File: src/rtl/playbus_sequencer.sv
// playbus_sequencer: queued FUNC/ADD command initiator for the PlayBus controller.
// Optional build macro PLAYBUS_SEQ_LOOP_EN replays the queue continuously instead of discarding entries.
module playbus_sequencer #(
  parameter int DEPTH      = 4,
  parameter int HOLD_TICKS = 2,
  parameter int TIMEOUT    = 8
) (
  input  logic                   CK2HZ,
  input  logic                   CLR,
  input  logic [2:0]             CMD_FUNC,
  input  logic [3:0]             CMD_ADD,
  input  logic                   CMD_WR,
  input  logic                   RUN,
  input  logic                   ERR_CLR,
  input  logic [1:0]             St,
  output logic [2:0]             FUNC,
  output logic [3:0]             ADD,
  output logic                   GO,
  output logic                   BUSY,
  output logic                   DONE,
  output logic                   ERR,
  output logic                   OVF,
  output logic                   EMPTY,
  output logic                   FULL,
  output logic [$clog2(DEPTH):0] COUNT
);
  localparam int AW   = $clog2(DEPTH);
  localparam int CW   = AW + 1;
  localparam int TMAX = (HOLD_TICKS > TIMEOUT) ? HOLD_TICKS : TIMEOUT;
  localparam int TW   = $clog2(TMAX + 1);

  typedef enum logic [2:0] {
    S_IDLE, S_SETUP, S_HOLD, S_GO_WAIT, S_REL_WAIT, S_FINISH
  } state_t;

  state_t        state_q, state_d;
  logic [2:0]    func_q, func_d;
  logic [3:0]    add_q, add_d;
  logic          go_q, go_d;
  logic          busy_q, busy_d;
  logic          done_q, done_d;
  logic          err_q, err_d;
  logic          ovf_q, ovf_d;
  logic [TW-1:0] tmr_q, tmr_d;
  logic [AW-1:0] rd_q, rd_d;
  logic [AW-1:0] wr_q, wr_d;
  logic [CW-1:0] count_q, count_d;
  logic          full, push_ok, fin, tout;

  logic [2:0]    fmem_q [DEPTH];
  logic [3:0]    amem_q [DEPTH];

  function automatic logic [TW-1:0] sat_inc(input logic [TW-1:0] v);
    return (v == TW'(TMAX)) ? v : v + TW'(1);
  endfunction

  always_comb begin
    state_d = state_q;
    func_d  = func_q;
    add_d   = add_q;
    go_d    = go_q;
    busy_d  = busy_q;
    done_d  = 1'b0;
    tmr_d   = '0;
    fin     = 1'b0;
    tout    = 1'b0;
    case (state_q)
      S_IDLE: begin
        if (RUN && (count_q != '0) && !err_q) begin
          func_d  = fmem_q[rd_q];
          add_d   = amem_q[rd_q];
          busy_d  = 1'b1;
          state_d = S_SETUP;
        end
      end
      S_SETUP: begin
        if (func_q <= 3'd2) begin
          state_d = S_HOLD;
        end else begin
          go_d    = 1'b1;
          state_d = S_GO_WAIT;
        end
      end
      S_HOLD: begin
        if (tmr_q == TW'(HOLD_TICKS - 1)) state_d = S_FINISH;
        else                              tmr_d   = sat_inc(tmr_q);
      end
      S_GO_WAIT: begin
        if (St != 2'd0) begin
          go_d    = 1'b0;
          state_d = S_REL_WAIT;
        end else if (tmr_q == TW'(TIMEOUT - 1)) begin
          go_d    = 1'b0;
          busy_d  = 1'b0;
          tout    = 1'b1;
          state_d = S_IDLE;
        end else begin
          tmr_d = sat_inc(tmr_q);
        end
      end
      S_REL_WAIT: begin
        if (St == 2'd0) begin
          state_d = S_FINISH;
        end else if (tmr_q == TW'(TIMEOUT - 1)) begin
          busy_d  = 1'b0;
          tout    = 1'b1;
          state_d = S_IDLE;
        end else begin
          tmr_d = sat_inc(tmr_q);
        end
      end
      S_FINISH: begin
        done_d  = 1'b1;
        busy_d  = 1'b0;
        fin     = 1'b1;
        state_d = S_IDLE;
      end
      default: state_d = S_IDLE;
    endcase
    // a timeout in the same cycle as ERR_CLR keeps the flag set
    err_d = tout | (err_q & ~ERR_CLR);
  end

  always_comb begin
    full    = (count_q == CW'(DEPTH));
    wr_d    = wr_q;
    rd_d    = rd_q;
`ifdef PLAYBUS_SEQ_LOOP_EN
    push_ok = CMD_WR & ~full & ~busy_q;
    ovf_d   = CMD_WR & full & ~busy_q;
    // after the newest entry the read pointer jumps back to the oldest one
    if (fin) begin
      if (rd_q + AW'(1) == wr_q) rd_d = wr_q - count_q[AW-1:0];
      else                       rd_d = rd_q + AW'(1);
    end
    count_d = count_q + CW'(push_ok);
`else
    push_ok = CMD_WR & ~full;
    ovf_d   = CMD_WR & full;
    if (fin | tout) rd_d = rd_q + AW'(1);
    count_d = count_q + CW'(push_ok) - CW'(fin | tout);
`endif
    if (push_ok) wr_d = wr_q + AW'(1);
  end

  always_ff @(posedge CK2HZ) begin
    if (CLR) begin
      state_q <= S_IDLE;
      func_q  <= '0;
      add_q   <= '0;
      go_q    <= 1'b0;
      busy_q  <= 1'b0;
      done_q  <= 1'b0;
      err_q   <= 1'b0;
      ovf_q   <= 1'b0;
      tmr_q   <= '0;
      rd_q    <= '0;
      wr_q    <= '0;
      count_q <= '0;
    end else begin
      state_q <= state_d;
      func_q  <= func_d;
      add_q   <= add_d;
      go_q    <= go_d;
      busy_q  <= busy_d;
      done_q  <= done_d;
      err_q   <= err_d;
      ovf_q   <= ovf_d;
      tmr_q   <= tmr_d;
      rd_q    <= rd_d;
      wr_q    <= wr_d;
      count_q <= count_d;
    end
  end

  always_ff @(posedge CK2HZ) begin
    if (push_ok) begin
      fmem_q[wr_q] <= CMD_FUNC;
      amem_q[wr_q] <= CMD_ADD;
    end
  end

  assign FUNC  = func_q;
  assign ADD   = add_q;
  assign GO    = go_q;
  assign BUSY  = busy_q;
  assign DONE  = done_q;
  assign ERR   = err_q;
  assign OVF   = ovf_q;
  assign EMPTY = (count_q == '0);
  assign FULL  = full;
  assign COUNT = count_q;

endmodule

File: config.mk
export PLATFORM = sky130hd
export DESIGN_NAME = playbus_sequencer
export DESIGN_NICKNAME = d
export VERILOG_FILES = /design/src/rtl/playbus_sequencer.sv
export SDC_FILE = /design/constraint.sdc
export NUM_CORES = 1
export LEC_CHECK = 0
export CAP_MARGIN = 20
export CORE_UTILIZATION = 35
export DETAILED_ROUTE_END_ITERATION = 12
export PLACE_DENSITY_LB_ADDON = 0.15
export SETUP_SLACK_MARGIN = 0.02
export SLEW_MARGIN = 20
export SYNTH_ARGS = -nofsm -noshare
export SYNTH_HDL_FRONTEND = slang
export SYNTH_SLANG_ARGS = --single-unit
File: constraint.sdc
create_clock -name CK2HZ -period 4.6 [get_ports CK2HZ]
set_clock_uncertainty 0.2 [all_clocks]
set_input_delay 1.38 -clock CK2HZ [delete_from_list [all_inputs] [get_ports CK2HZ]]
set_output_delay 1.38 -clock CK2HZ [all_outputs]
set_load 0.1 [all_outputs]
After elaboration in Yosys (flattened, before gate mapping)
Memories as Yosys holds them, arrays and structs flattened. A register that Yosys moved wholly into a read port is not among the register bits.
Index checks and enable logic that the tools add are counted.

storage, ports and cells
  flip-flop bits (word level) = 19
  memory bits (writable) = 28
  input bits = 14
  output and inout bits = 17
  word-level logic and storage cells = 84
  memories kept = 2

memory list
  memory  depth  width  rd ports  clocked after memory_dff  write ports  line  text
  amem_q  4      4      1         1                         1            51    logic [3:0] amem_q [DEPTH];
  fmem_q  4      3      1         1                         1            50    logic [2:0] fmem_q [DEPTH];

operators by class
  add/subtract/negate cells = 5
  $lt $le $gt $ge = 1
  equality and inequality tests = 15
  multiplexer cells = 29
  bitwise gates (word level) = 8
  reduce and logical (&&, ||, !) cells = 14

operator list
  cell                                                                               count
  4-bit two-way mux                                                                  5
  3-bit two-way mux                                                                  5
  3-bit case mux with 5 select lines                                                 1
  1-bit two-way mux                                                                  14
  4-bit case mux with 3 select lines                                                 1
  2-bit != test (second input constant)                                              5
  3-bit equality test (second input constant)                                        3
  3-bit by 2-bit equality test with 1-bit output (second input constant)             2
  3-bit logical NOT                                                                  2
  2-bit by 1-bit adder with 2-bit output (second input constant)                     2
  4-bit by 1-bit adder with 4-bit output (second input constant)                     1
  4-bit by 1-bit equality test with 1-bit output (second input constant)             1
  4-bit by 3-bit equality test with 1-bit output (second input constant)             1
  4-bit equality test (second input constant)                                        1
  1-bit case mux with 2 select lines                                                 2
  1-bit case mux with 4 select lines                                                 1
  2-bit AND reduction                                                                2
  4-bit AND reduction                                                                1
  2-bit nonzero test                                                                 2
  4-bit nonzero test                                                                 1
  3-bit by 1-bit adder with 3-bit output                                             1
  1-bit AND                                                                          3
  3-bit by 1-bit equality test with 1-bit output (second input constant)             1
  3-bit by 2-bit less-or-equal comparator with 1-bit output (second input constant)  1
  9 further kinds                                                                    13

Depth between registers and ports, before layout
Gate-level depths: netlist of run 1.

  depth after elaboration = 6
  mapped depth = 12
  gate-level depth less buffers = 12

Worst setup path before layout of run 1
No wires, ideal clock.

  path kind = register to output
  start point = register count_q[1] (netlist: COUNT[1])
  end point = output EMPTY
  data arrival time = 3052 ps
  data required time = 3020 ps
  path slack = -32 ps
  cell stages (with the launch flop) = 2
  buffers on the path = 0
  cell sequence = dfxtp_1 > nor3_1

between the ends
  word-level cells in the longest chain between the ends = 1

ends and longest elaborated chain
  what                      line  text
  start: declaration        47    logic [CW-1:0] count_q, count_d;
  start signal: assignment  172   count_q <= count_d;
  3-bit logical NOT         190   assign EMPTY = (count_q == '0);
  end: declaration          23    output logic EMPTY,

Every way passes these cells.

Final worst setup path of run 1
  start point = input St[1]
  end point = register count_q[2] (netlist: COUNT[2])

between the ends
  word-level cells in the longest chain between the ends = 5
  elaborated cells between the ends (all ways) = 7
  those cells by class = add/sub: 1; mux: 3; bitwise: 1; reduce/logical: 2

ends and longest elaborated chain
  what                                                     line     text
  start: declaration                                       15       input logic [1:0] St,
  2-bit logical NOT or 2-bit nonzero test (tied branches)  102, 89
  1-bit two-way mux, on equally long branches              102, 89
  1-bit case mux with 2 select lines *                     67       case (state_q)
  1-bit OR *                                               141      count_d = count_q + CW'(push_ok) - CW'(fin | tout);
  3-bit by 1-bit subtractor with 3-bit output *            141

Every way passes the cells marked *; elsewhere a longest branch is shown, timed or not.
A chain may end at the register's enable or synchronous reset.

==> reports/metrics.csv, run 1 <==
stage,metric,value,unit
run_status,outcome,"finished, violations left",
run_status,failing_checks,DRC,
floorplan,core-area,0.00646,mm2
yosys,yosys_register_bits,54,
power,power_per_cell_area,544,mW/mm2
clock_tree,cts_sinks,54,
global_route,overflow,0,
floorplan,start_util,36.9,%
route,ant_nets,0,
worst_setup_path,worst-r2r-cell-count,12,
global_route,track_usage,13.1,%
worst_setup_path,arrival_time_reported_for_the_critical_path_endpoint,3.75,ns
cells_and_area,nets,243,
worst_setup_path,setup.worst_path.end_class,flip-flop,
clock_tree,ctsHoldBuffers,0,
timing,clock_period_minus_worst_slack,3.75,ns
min_path,worst_hold_path_type,flip-flop to flip-flop,
global_route,vias_in_the_first_global_route,1404,
yosys,post_synth_inst_count,188,
clock_tree,clk_pin_slew_worst_paths,0.10,ns
route,firstDrtPassIters,8,
clock_tree,h-tree-depth,2,
cells_and_area,final_layout_size_suffix_gt1_share,13.2,%
power,power_leakage,1.03,nW
worst_setup_path,rr_endpoint,COUNT[2],
timing,hold_viol,0,
floorplan,die_y,84.6,um
yosys,synth_top_cell_area_share,35.2,%
route,vias,1466,
clock_tree,cts-root-to-sink-buffers,2,
yosys,synth_flop_cell,sky130_fd_sc_hd__edfxtp_1,
yosys,share_of_synthesized_area_occupied_by_flip_flops_and_latches,57.1,%
cells_and_area,register_area,0.00136,mm2
yosys,synth.most_common_cell,sky130_fd_sc_hd__edfxtp_1,
yosys,synth_cell_types,46,
timing,slew_of_the_pin_with_the_lowest_slew_margin,0.974,ns
global_route,maximum_number_of_pins_on_one_net_before_global_route_repair,22,
yosys,syn_area_per_cell,12.7,um2
timing,setup_repair_after_global_routing_missed_its_margin,no,
timing,final_min_period_over_clock_period,81.5,%
cells_and_area,fillerInstances,603,
power,worst_ir_drop_vdd,0.194,mV
worst_setup_path,reg2reg_setup_slack,1.86,ns
timing,setup_violation_total_in_the_final_timing_report,0,
worst_setup_path,crit_slowest_cell,sky130_fd_sc_hd__clkdlybuf4s50_1,
global_route,first_pass_grt_wire_length,7.02,mm
route,post_drt_wl_per_cell,14.6,um
cells_and_area,multiInputGateArea,941,um2
cells_and_area,final_core_util,44.0,%
floorplan,die_width,84.6,um
min_path,worst_hold_path.num_cells,2,
floorplan,row_count,29,
cells_and_area,area_growth_syn_to_layout,19.1,%
route,remaining_drc_errors,6,
yosys,netlist_top_cells_count,"28 x sky130_fd_sc_hd__edfxtp_1, 26 x sky130_fd_sc_hd__dfxtp_1, 24 x sky130_fd_sc_hd__nor2_1, 10 x sky130_fd_sc_hd__a21oi_1",
route,drt_first_iter_violations,63,
placed_design,dp_hpwl,2.95,mm
clock_tree,cts_setup_buffers,0,
timing,achievable-frequency,267,MHz
route,totalWireLength,4.33,mm
yosys,count_of_yosys_warnings_during_synthesis,0,
timing,relSlewSlack,34.9,%
floorplan,io_pins,31,
yosys,post-synth-top-area-cell,sky130_fd_sc_hd__edfxtp_1,
worst_setup_path,path_class,input pin to flip-flop,
worst_setup_path,critical_path.max_stage_delay,0.41,ns
timing,timing.final.max_slew_violations,0,
yosys,synthTopCellsByArea,"sky130_fd_sc_hd__edfxtp_1 35%, sky130_fd_sc_hd__dfxtp_1 22%, sky130_fd_sc_hd__mux4_2 6.6%",
global_route,antenna_found_initial,0,
worst_setup_path,timing.critical_path.from_type,input pin,
yosys,cell_area_after_synthesis,0.00239,mm2
min_path,hold_start,ADD[0],
clock_tree,ctsResizeCount,0,
clock_tree,tritoncts,yes,
worst_setup_path,worstPathMaxFanout,5,
worst_setup_path,r2r-start,tmr_q[0],
yosys,fraction_of_synthesis_flops_using_an_asynchronous_set_or_reset_pin,0,%
timing,tns,0,ns
min_path,worstHoldEndpoint,ADD[0],
cells_and_area,diodes,0,
worst_setup_path,path_cells,clkdlybuf4s50_1 -> or2_1 -> or2_4 -> o21ai_2 -> ha_1 -> inv_1 -> ha_1 -> inv_1 -> fa_1 -> xor2_1 -> xnor2_1 -> nor2_1,
yosys,synth_fp_nets,212,
yosys,number_of_synthesized_flops_with_an_enable_pin,28,
placed_design,gp_congestion,0.763,
worst_setup_path,worst_ep_required_time,4.61,ns
floorplan,die_area,0.00715,mm2
route,vias_per_cell,4.94,
clock_tree,ctsRootBufferMaster,sky130_fd_sc_hd__clkbuf_8,
clock_tree,cts-buffers-inserted,5,
clock_tree,clock_latency,0.31,ns
run,max-cap-violations,0,
placed_design,placement.io_buffers,30,
## how the worst max path moves through the flow
stage,startpoint,endpoint,cells past startpoint
floorplan,COUNT[1],EMPTY,1
global placement,St[1],COUNT[2],12
detailed placement,St[1],COUNT[2],12
CTS,St[1],COUNT[2],12
global route,St[1],COUNT[2],12
finish,St[1],COUNT[2],12
## registers in the layout, indices dropped and copies added (netlist names)
signal and count:
ADD 4, BUSY 1, COUNT 3, DONE 1, ERR 1, FUNC 3, GO 1, OVF 1
amem_q 16, fmem_q 12, rd_q 2, state_q 3, tmr_q 4, wr_q 2
## cell families after synthesis
family | share of synthesized area [%]
simple gates | 15.1
mux | 10.9
xor+xnor | 1.84
flops | 57.1
compound gates | 5.93
fa+ha+maj | 5.56
buf+inv | 3.72
## worst max-delay path: cells and delay by family
kind	cells	cell delay (ns)
fa+ha+maj	3	0.75
xor+xnor	2	0.29
simple gates	3	0.65
compound gates	1	0.17
buf+inv	3	0.51
## power breakdown
group	switching [W]	total, W	leakage, nW	internal [W]
registers	0.0000623	0.000647	0.468	0.000584
clock network	0.000169	0.000281	0.0491	0.000112
logic	0.000434	0.000618	0.514	0.000184
## metal layers
metal  track usage [%]  wire length (um)  share of wire, %  up-vias
li1                  -                 -                 -      738
met1              16.0              1970                46      698
met2              22.2              2110                49       22
met5                 0                 0                 0        -
met4              5.55                76               1.8        0
met3              3.15               164               3.8        8
## cell usage in the layout (no fill, tap or decap), types with 5 or more instances in the layout
cell,synthesis,layout
sky130_fd_sc_hd__edfxtp_1,28,28
sky130_fd_sc_hd__clkdlybuf4s50_1,0,28
sky130_fd_sc_hd__dfxtp_1,26,26
sky130_fd_sc_hd__nor2_1,24,24
sky130_fd_sc_hd__a21oi_1,10,10
sky130_fd_sc_hd__mux2i_1,9,9
sky130_fd_sc_hd__ha_1,9,9
sky130_fd_sc_hd__inv_1,8,8
sky130_fd_sc_hd__and3_1,7,7
sky130_fd_sc_hd__mux4_2,7,7
sky130_fd_sc_hd__clkbuf_8,0,5
## through the flow
step	worst slack, ns	hold slack, ns	instance area (um2)	total power, W	instances
after floorplan	0.889	0.269	2390	0.00114	188
after global placement	0.530	0.284	2750	0.00128	289
after detailed placement	0.509	0.286	2750	0.00128	289
after CTS	0.846	0.305	2840	0.00156	297
after global routing	0.701	0.310	2840	0.00163	297
final	0.853	0.302	2840	0.00155	297
## area by class of cell
| cell class | instances | share of cell area [%] |
|---|---|---|
| timing repair buffer | 32 | 10.9 |
| multi-input combinational | 116 | 33.1 |
| tap | 77 | 3.39 |
| clock inverter | 3 | 0.925 |
| clock buffer | 5 | 2.42 |
| sequential | 54 | 47.9 |
| inverter | 10 | 1.32 |
Note: power is estimated with default switching activity, not from simulation.
==> run 2: changes to the inputs <==
- clock period: 4.6 -> 3 ns (I/O delays scaled with it)
==> reports/metrics.csv, run 2 (synthesized netlist as in run 1, its figures left out) <==
stage,metric,value,unit,change
placed_design,gp_congestion,0.711,,-6.8%
run,max-cap-violations,0,,unchanged
power,sequentialPowerShare,39.5,%,-2.3 points
placed_design,worst_slack_at_placement,-0.479,ns,-0.987 ns
timing,final_min_period_over_clock_period,94.7,%,
cells_and_area,area_growth_syn_to_layout,22.7,%,
global_route,vias_in_the_first_global_route,1373,,-2.2%
power,power_per_cell_area,849,mW/mm2,+56%
worst_setup_path,worst_ep_required_time,3.01,ns,-1.60 ns
clock_tree,clock_latency,0.31,ns,about the same
timing,setup_violation_total_in_the_final_timing_report,0,,unchanged
cells_and_area,max_reg_flops,16,,unchanged
global_route,first_pass_grt_wire_length,6.97,mm,-0.78%
worst_setup_path,arrival_time_reported_for_the_critical_path_endpoint,2.85,ns,-0.90 ns
cells_and_area,final_layout_size_suffix_gt1_share,25.8,%,+13 points
cells_and_area,register_area,0.00136,mm2,about the same
worst_setup_path,path_class,input pin to flip-flop,,
cells_and_area,layout_commonest_cell,sky130_fd_sc_hd__edfxtp_1,,
power,combPwrFrac,40.1,%,about the same
route,totalWireLength,4.36,mm,+0.67%
min_path,hold_start,GO,,
route,remaining_drc_errors,2,,-4
power,internal_power,0.00146,W,+66%
route,vias_per_cell,4.90,,-0.76%
cells_and_area,reg.largest.list,"amem_q: 16 flops, fmem_q: 12 flops",,
cells_and_area,multiInputGateArea,971,um2,+3.2%
global_route,antenna_found_initial,0,,unchanged
timing,tns,0,ns,unchanged
floorplan,io_pins,31,,unchanged
timing,setup_repair_after_global_routing_missed_its_margin,no,,
clock_tree,ctsRootBufferMaster,sky130_fd_sc_hd__clkbuf_8,,
route,post_drt_wl_per_cell,14.2,um,-2.3%
power,power_leakage,1.12,nW,+8.5%
timing,slew_of_the_pin_with_the_lowest_slew_margin,0.606,ns,-0.368 ns
floorplan,die_y,84.6,um,unchanged
global_route,overflow,0,,unchanged
floorplan,die_area,0.00715,mm2,unchanged
placed_design,post_dp_cell_area,0.00279,mm2,+1.6%
floorplan,start_util,36.9,%,unchanged
power,worst_ir_drop_vdd,0.341,mV,+76%
clock_tree,h-tree-depth,2,,unchanged
power,clock_power_share,20.4,%,+2.2 points
worst_setup_path,worst_setup_path_startpoint,St[1],,
cells_and_area,fillerInstances,617,,+2.3%
timing,timing.final.max_slew_violations,0,,unchanged
clock_tree,clk_pin_slew_worst_paths,0.10,ns,about the same
min_path,worst_hold_path_type,flip-flop to flip-flop,,
run_status,outcome,"finished, violations left",,
power,swShare,41.3,%,-1.8 points
route,vias,1499,,+2.3%
route,drt_first_iter_violations,84,,+33%
cells_and_area,commonest_non_fill_non_tap_cells_in_the_layout,"28 x sky130_fd_sc_hd__edfxtp_1, 27 x sky130_fd_sc_hd__buf_4, 25 x sky130_fd_sc_hd__dfxtp_1",,
run_status,failing_checks,DRC,,
route,ant_nets,0,,unchanged
timing,clock_period_minus_worst_slack,2.84,ns,
timing,relSlewSlack,59.5,%,+25 points
placed_design,placement.io_buffers,30,,unchanged
floorplan,core-area,0.00646,mm2,unchanged
timing,achievable-frequency,352,MHz,
power,total_power,0.00248,W,+61%
clock_tree,tritoncts,yes,,
placed_design,dp_hpwl,3.01,mm,+2.0%
global_route,maximum_number_of_pins_on_one_net_before_global_route_repair,21,,-4.5%
global_route,track_usage,13.1,%,-0.038 points
route,firstDrtPassIters,8,,unchanged
clock_tree,cts_sinks,54,,unchanged
floorplan,die_width,84.6,um,unchanged
worst_setup_path,timing.critical_path.from_type,input pin,,
cells_and_area,registers.top_by_ff_count,amem_q,,
clock_tree,cts-root-to-sink-buffers,2,,unchanged
cells_and_area,stdcell_area,0.00293,mm2,+3.0%
clock_tree,cts-buffers-inserted,5,,unchanged
floorplan,row_count,29,,unchanged
worst_setup_path,setup.worst_path.end_class,flip-flop,,
timing,final_worst_setup_slack,0.159,ns,-0.694 ns
cells_and_area,nets,252,,+3.7%
power,power_switching,0.00103,W,+54%
worst_setup_path,worstPathMaxFanout,3,,-2
worst_setup_path,r2r-start,tmr_q[0],,
cells_and_area,diodes,0,,unchanged
timing,hold_viol,0,,unchanged
run 2: area by class of cell:
| class | instances | area share, % |
|---|---|---|
| clock inverter | 3 | 1.62 |
| tap | 77 | 3.29 |
| clock buffer | 5 | 2.35 |
| multi-input combinational | 116 | 33.2 |
| timing repair buffer | 41 | 11.7 |
| sequential | 54 | 46.6 |
| inverter | 10 | 1.28 |
run 2: worst paths after layout:
| kind | depth (start not counted) | slack [ns] | end |
|---|---|---|---|
| max | 12 | 0.16 | COUNT[2] |
| min | 2 | 0.30 | GO |
| max reg2reg | 12 | 0.30 | COUNT[2] |
| min reg2reg | 2 | 0.30 | GO |
run 2: routing by layer:
metal	vias to the layer above	share of wire (%)	GRT usage, %
met1	708	49	17.2
li1	762	-	-
met2	23	46	20.3
met5	-	0	0
met3	6	3.8	3.93
met4	0	1.4	5.08
run 2: timing repair:
action                                  CTS  global route
endpoints found under the hold margin     0             0
endpoints found under the setup margin    2             1
cloned                                    0             0
resized for setup                         2             8
setup buffers                             1             0
hold buffers                              0             0
pin swaps                                 6             7
run 2: power by group through the flow:
stage	clock network (W)	registers (W)	logic, W
finish	0.000506	0.000983	0.000996
global route	0.000561	0.000999	0.00106
CTS	0.000527	0.000985	0.00100
detailed placement	0	0.00100	0.000999
floorplan	0	0.00129	0.000468
global placement	0	0.00100	0.000998
run 2: through the flow:
stage	hold WS [ns]	utilization [%]	std cells
floorplan	0.269	-	188
global placement	0.280	43.2	297
detailed placement	0.284	43.2	297
CTS	0.299	45.1	306
global route	0.310	45.3	306
finish	0.297	45.3	306
run 2: worst max-delay path, cell delays in order:
cell and delay (ns):
sky130_fd_sc_hd__clkbuf_2 0.09, sky130_fd_sc_hd__or2_4 0.27, sky130_fd_sc_hd__or2_4 0.25, sky130_fd_sc_hd__o21ai_4 0.15, sky130_fd_sc_hd__ha_1 0.24, sky130_fd_sc_hd__inv_1 0.06, sky130_fd_sc_hd__ha_2 0.15, sky130_fd_sc_hd__inv_1 0.04
sky130_fd_sc_hd__fa_2 0.33, sky130_fd_sc_hd__xor2_1 0.15, sky130_fd_sc_hd__xnor2_1 0.16, sky130_fd_sc_hd__nor2_1 0.06
